[config.mk]
export PLATFORM = sky130hd
export DESIGN_NAME = diffusion_layer_seq
export DESIGN_NICKNAME = d
export VERILOG_FILES = /design/src/rtl/diffusion_layer_seq.sv
export SDC_FILE = /design/constraint.sdc
export NUM_CORES = 2
export LEC_CHECK = 0
export ABC_AREA = 1
export BUFFER_PORTS_ARGS = -buffer_cell sky130_fd_sc_hd__buf_2
export CORE_ASPECT_RATIO = 1.25
export CORE_UTILIZATION = 30
export CTS_BUF_LIST = sky130_fd_sc_hd__clkbuf_2
export CTS_CLUSTER_SIZE = 25
export DETAILED_ROUTE_END_ITERATION = 16
export HOLD_SLACK_MARGIN = 0.15
export PLACE_DENSITY = 0.54
export SYNTH_ARGS = -nofsm -noshare
export SYNTH_HDL_FRONTEND = slang
export SYNTH_SLANG_ARGS = --single-unit
[constraint.sdc]
create_clock -name clock_i -period 25.9 [get_ports clock_i]
set_input_delay 3.885 -clock clock_i [delete_from_list [all_inputs] [get_ports clock_i]]
set_output_delay 3.885 -clock clock_i [all_outputs]
set_load 0.01 [all_outputs]
[src/rtl/diffusion_layer_seq.sv]
// Ascon linear diffusion layer with a sequential, lane-parallel datapath.
// A request is latched into a working register, transformed LANES words per
// cycle under a small IDLE/BUSY/DONE handshake FSM, and presented on
// diffusion_o until the downstream side accepts it.

package ascon_pack;
    // Five 64-bit state words; index 0 is x0, index 4 is x4.
    typedef logic [4:0][63:0] type_state;
endpackage

module diffusion_layer_seq
    import ascon_pack::*;
#(
    parameter int LANES   = 5,
    parameter int REG_OUT = 1
) (
    input  logic      clock_i,
    input  logic      reset_i,
    input  logic      valid_i,
    output logic      ready_o,
    input  logic      bypass_i,
    input  type_state diffusion_i,
    output logic      valid_o,
    input  logic      ready_i,
    output type_state diffusion_o
);

    // Reject unsupported lane counts at elaboration time.
    generate
        if ((LANES < 1) || (LANES > 5)) begin : g_bad_lanes
            $error("diffusion_layer_seq: LANES must be in the range 1..5");
        end
    endgenerate

    localparam logic [3:0] LANES_W     = 4'(LANES);
    localparam logic [3:0] WORDS_W     = 4'd5;
    localparam bit         USE_OUT_REG = (REG_OUT != 0);

    typedef enum logic [1:0] {
        IDLE = 2'd0,
        BUSY = 2'd1,
        DONE = 2'd2
    } state_t;

    // Rotate right by a constant amount, modulo 64 (no width growth).
    function automatic logic [63:0] rotr(input logic [63:0] x, input logic [5:0] n);
        return (x >> n) | (x << (7'd64 - {1'b0, n}));
    endfunction

    // Per-word linear diffusion with the Ascon rotation pairs.
    function automatic logic [63:0] sigma(input logic [2:0] idx, input logic [63:0] x);
        logic [63:0] y;
        case (idx)
            3'd0:    y = x ^ rotr(x, 6'd19) ^ rotr(x, 6'd28);
            3'd1:    y = x ^ rotr(x, 6'd61) ^ rotr(x, 6'd39);
            3'd2:    y = x ^ rotr(x, 6'd1)  ^ rotr(x, 6'd6);
            3'd3:    y = x ^ rotr(x, 6'd10) ^ rotr(x, 6'd17);
            3'd4:    y = x ^ rotr(x, 6'd7)  ^ rotr(x, 6'd41);
            default: y = x;
        endcase
        return y;
    endfunction

    state_t     state_r;
    logic [3:0] ptr_r;
    type_state  work_r;
    logic       bypass_r;
    type_state  out_r;
    logic       valid_r;
    logic       ready_r;

    type_state  next_work_s;
    logic [3:0] ptr_next_s;
    logic       last_pass_s;

    // The pass covers words ptr..ptr+LANES-1; words at index 5 and above do not exist.
    assign ptr_next_s  = ptr_r + LANES_W;
    assign last_pass_s = (ptr_next_s >= WORDS_W);

    // Transform the words covered by the current pass; all other words are kept.
    always_comb begin
        next_work_s = work_r;
        for (int i = 0; i < 5; i++) begin
            if ((4'(i) >= ptr_r) && (4'(i) < ptr_next_s)) begin
                if (bypass_r) begin
                    next_work_s[i] = work_r[i];
                end else begin
                    next_work_s[i] = sigma(3'(i), work_r[i]);
                end
            end else begin
                next_work_s[i] = work_r[i];
            end
        end
    end

    // Handshake FSM, word pointer, working register and registered outputs.
    // With the output register enabled, BUSY spends one extra cycle after the
    // last pass copying the finished state into out_r on the BUSY->DONE edge.
    always_ff @(posedge clock_i or posedge reset_i) begin
        if (reset_i) begin
            state_r  <= IDLE;
            ptr_r    <= 4'd0;
            work_r   <= '0;
            bypass_r <= 1'b0;
            out_r    <= '0;
            valid_r  <= 1'b0;
            ready_r  <= 1'b1;
        end else begin
            case (state_r)
                IDLE: begin
                    if (valid_i) begin
                        work_r   <= diffusion_i;
                        bypass_r <= bypass_i;
                        ptr_r    <= 4'd0;
                        ready_r  <= 1'b0;
                        state_r  <= BUSY;
                    end else begin
                        ready_r  <= 1'b1;
                    end
                end
                BUSY: begin
                    if (ptr_r < WORDS_W) begin
                        work_r <= next_work_s;
                        ptr_r  <= ptr_next_s;
                        if (!USE_OUT_REG && last_pass_s) begin
                            valid_r <= 1'b1;
                            state_r <= DONE;
                        end else begin
                            valid_r <= 1'b0;
                        end
                    end else begin
                        out_r   <= work_r;
                        valid_r <= 1'b1;
                        state_r <= DONE;
                    end
                end
                DONE: begin
                    if (ready_i) begin
                        valid_r <= 1'b0;
                        ready_r <= 1'b1;
                        state_r <= IDLE;
                    end else begin
                        valid_r <= 1'b1;
                    end
                end
                default: begin
                    valid_r <= 1'b0;
                    ready_r <= 1'b1;
                    state_r <= IDLE;
                end
            endcase
        end
    end

    assign diffusion_o = USE_OUT_REG ? out_r : work_r;
    assign valid_o     = valid_r;
    assign ready_o     = ready_r;

endmodule

==> results.json <==
{
  "post-route-cell-area_um2": 42060,
  "grt_remaining_overflow": 0,
  "finalHoldViolCount": 0,
  "cts_tree": "yes",
  "switching_power_mw": 3.479,
  "met3_wirelength_mm": 11.42,
  "layout_common_cells": "2493 x nand2_1, 794 x nand3_1, 648 x dfrtp_1",
  "critical-path-top-cell-by-count": "buf_4",
  "first_global_vias": 34938,
  "async_flop_share_pct": 100.0,
  "finClkSkew_ns": 0.1638,
  "power_density_nw_per_um2": 153.1,
  "fp.coreArea_um2": 119600,
  "floorplan.initialDensity_pct": 30.21,
  "pint_mw": 2.962,
  "synthToLayoutAreaGrowth_pct": 16.42,
  "drt-met1-wl_mm": 60.42,
  "global_route_wire_length_before_repair_mm": 220.9,
  "setup_tns_ns": 0,
  "cts_made_buffers": 180,
  "detailedPlacementHpwl_mm": 106.2,
  "gp_congestion": 0.9152,
  "finalNetCount": 6122,
  "die_area_um2": 121800,
  "critical_path.cell_chain": "buf_2 > inv_8 > buf_4 > buf_4 > buf_4 > buf_4",
  "p_leak_nw": 24.27,
  "ys_seq_area_share_pct": 44.96,
  "clkLatencyLatePin_ns": 1.62,
  "port_buffers": 646,
  "grt_max_degree": 183,
  "layout_worst_path_cycle_share_pct": 24.63,
  "yosysWarningCount": 0,
  "slowest_stage": "buf_4",
  "most_common_library_cell_in_the_layout_ignoring_fill_and_taps": "nand2_1",
  "synth_seq_cells": 649,
  "type_of_the_worst_min_delay_path": "reg2reg",
  "criticalPathCategory": "in2async",
  "avgViaCountPerCell": 4.919,
  "clock_power_share_pct": 12.0,
  "dieHeight_um": 390.0,
  "synthesis.area_um2": 36130,
  "cts_sinks": 649,
  "crit_arrival_ns": 7.85,
  "maxCapViolCount": 0,
  "post_synth_inst_count": 5193,
  "clk_pin_slew_worst_paths_ns": 0.09,
  "postSynth.topFlopCell": "dfrtp_1",
  "critPathRequiredTime_ns": 27.37,
  "critical_path.max_stage_delay_ns": 0.89,
  "crit_path_max_fanout": 108,
  "yosysUniqueCellTypes": 25,
  "routed_wire_length_per_instance_um": 19.74,
  "row_count": 142,
  "setup_viol": 0,
  "achievable-frequency_mhz": 156.8,
  "count_of_nets_left_with_antenna_violations_after_detail_routing": 0,
  "num_vias": 36906,
  "cts_htree_levels": 4,
  "hold_buf_count_cts": 0,
  "grtUsageTotal_pct": 23.81,
  "slew_headroom_pct": 28.05,
  "layout_min_cycle_time_ns": 6.379,
  "met2RoutedLength_mm": 70.10,
  "final_max_slew_viol_count": 0,
  "outcome": "complete, no violations",
  "antenna_found_initial": 27,
  "post_cts_resized": 0,
  "reg2reg_setup_slack_ns": 21.22,
  "share_seq_of_total_power_pct": 33.0,
  "root_buffer": "clkbuf_2",
  "start_kind": "input port",
  "tightestPinTransition_ns": 1.079,
  "count_of_flip_flops_with_a_built_in_enable_after_synthesis": 0,
  "crit_path_end_kind": "asynchronous set/reset pin",
  "cts_buffer_depth": 3,
  "dpl_cell_area_um2": 40470,
  "top_level_pins": 647,
  "drc": 0,
  "fp.dieW_um": 312.4,
  "synthesis.area_per_instance_um2": 6.957,
  "route.final.wire_length_mm": 148.1,
  "grt_setup_unrepaired": "false",
  "highest_layer": "met5",
  "number_of_nets_in_the_synthesized_netlist": 5527,
  "drt_iter0_markers": 3027,
  "combPwrFrac_pct": 54.9,
  "vdd_ir_drop_max_v": 0.0001059,
  "share_of_final_layout_standard_cells_stronger_than_drive_strength_1_pct": 17.51,
  "drt-pass1-iter-count": 6,
  "finalPower_mw": 6.441,
  "cts.repair_timing.setup_buffer_count": 0,
  "power.share.switching_pct": 54.02,
  "fillers": 13122
}
through the flow:
| step | setup slack [ns] | util, % | instances | hold slack (ns) |
|---|---|---|---|---|
| after detailed placement | 17.87 | 33.84 | 7190 | 0.4674 |
| after global placement | 17.84 | 33.84 | 7190 | 0.4620 |
| after global routing | 19.08 | 35.17 | 7501 | 0.5099 |
| final | 19.52 | 35.17 | 7503 | 0.4839 |
| after floorplan | 3.832 | - | 5193 | 0.5054 |
| after CTS | 19.37 | 35.17 | 7500 | 0.4901 |
kinds of logic after synthesis:
| family | Yosys count | synth area share (%) |
|---|---|---|
| xor+xnor | 118 | 2.861 |
| buf+inv | 664 | 7.505 |
| compound gates | 332 | 4.831 |
| simple gates | 3363 | 37.73 |
| flops | 649 | 44.96 |
| fa+ha+maj | 9 | 0.3117 |
| mux | 58 | 1.808 |
layer usage:
| layer | global-route usage, % | up-vias |
|---|---|---|
| li1 | - | 17642 |
| met1 | 29.54 | 17507 |
| met2 | 39.00 | 1436 |
| met3 | 5.783 | 285 |
| met4 | 10.60 | 36 |
| met5 | 0 | - |
area by class of cell:
class                           count  area [um2]  share of cell area, %
Antenna cell                        3       7.507                0.01785
Sequential cell                   649       16240                  38.62
Clock buffer                      264        1321                  3.142
Inverter                          397        1505                  3.579
Multi-Input combinational cell   3880       17240                  40.98
Timing Repair Buffer              680        3501                  8.324
Clock inverter                     46       262.8                 0.6247
Tap cell                         1584        1982                  4.712
path summary, 6_finish.rpt:
| check | from | to | cells after the start |
|---|---|---|---|
| setup / recovery | reset_i | diffusion_o[209] | 6 |
| hold / removal | diffusion_o[182] | diffusion_o[182] | 2 |
| setup reg to reg | state_r[0] | work_r[183] | 9 |
| min in group asynchronous | reset_i | diffusion_o[81] | 2 |
| max in group clock_i | ready_o | ready_o | 1 |
| hold reg to reg | diffusion_o[182] | diffusion_o[182] | 2 |
flip-flops by register name, summed over array words and instances (netlist names):
name,count
work_r,320
state_r,2
ptr_r,4
valid_o,1
ready_o,1
diffusion_o,320
bypass_r,1
critical path: cells and delay by family:
family	cells	cell delay, ns
buffers and inverters	6	3.61
synth_stat cells (5+ instances only):
master,count,share of area (%)
nand2_1,2498,26
nand3_1,794,11
dfrtp_1,648,45
inv_1,394,4.1
o21ai_0,264,3.7
clkbuf_1,129,1.3
buf_2,85,1.2
nor2_1,66,0.69
xnor2_1,61,1.5
mux2_2,58,1.8
a31oi_1,57,0.99
xor2_1,57,1.4
buf_4,28,0.58
buf_1,24,0.25
ha_1,9,0.31
nand2_2,5,0.087
power by group through the flow:
stage                     Combinational (mW)  Sequential, mW  Clock, mW
after detailed placement                3.54            2.14          0
after global placement                  3.49            2.13          0
final                                   3.54            2.13      0.775
after CTS                               3.56            2.12      0.810
after global routing                    4.00            2.19      0.852
after floorplan                         2.41            1.99          0
No activity file was read; power rests on OpenSTA's default activity.
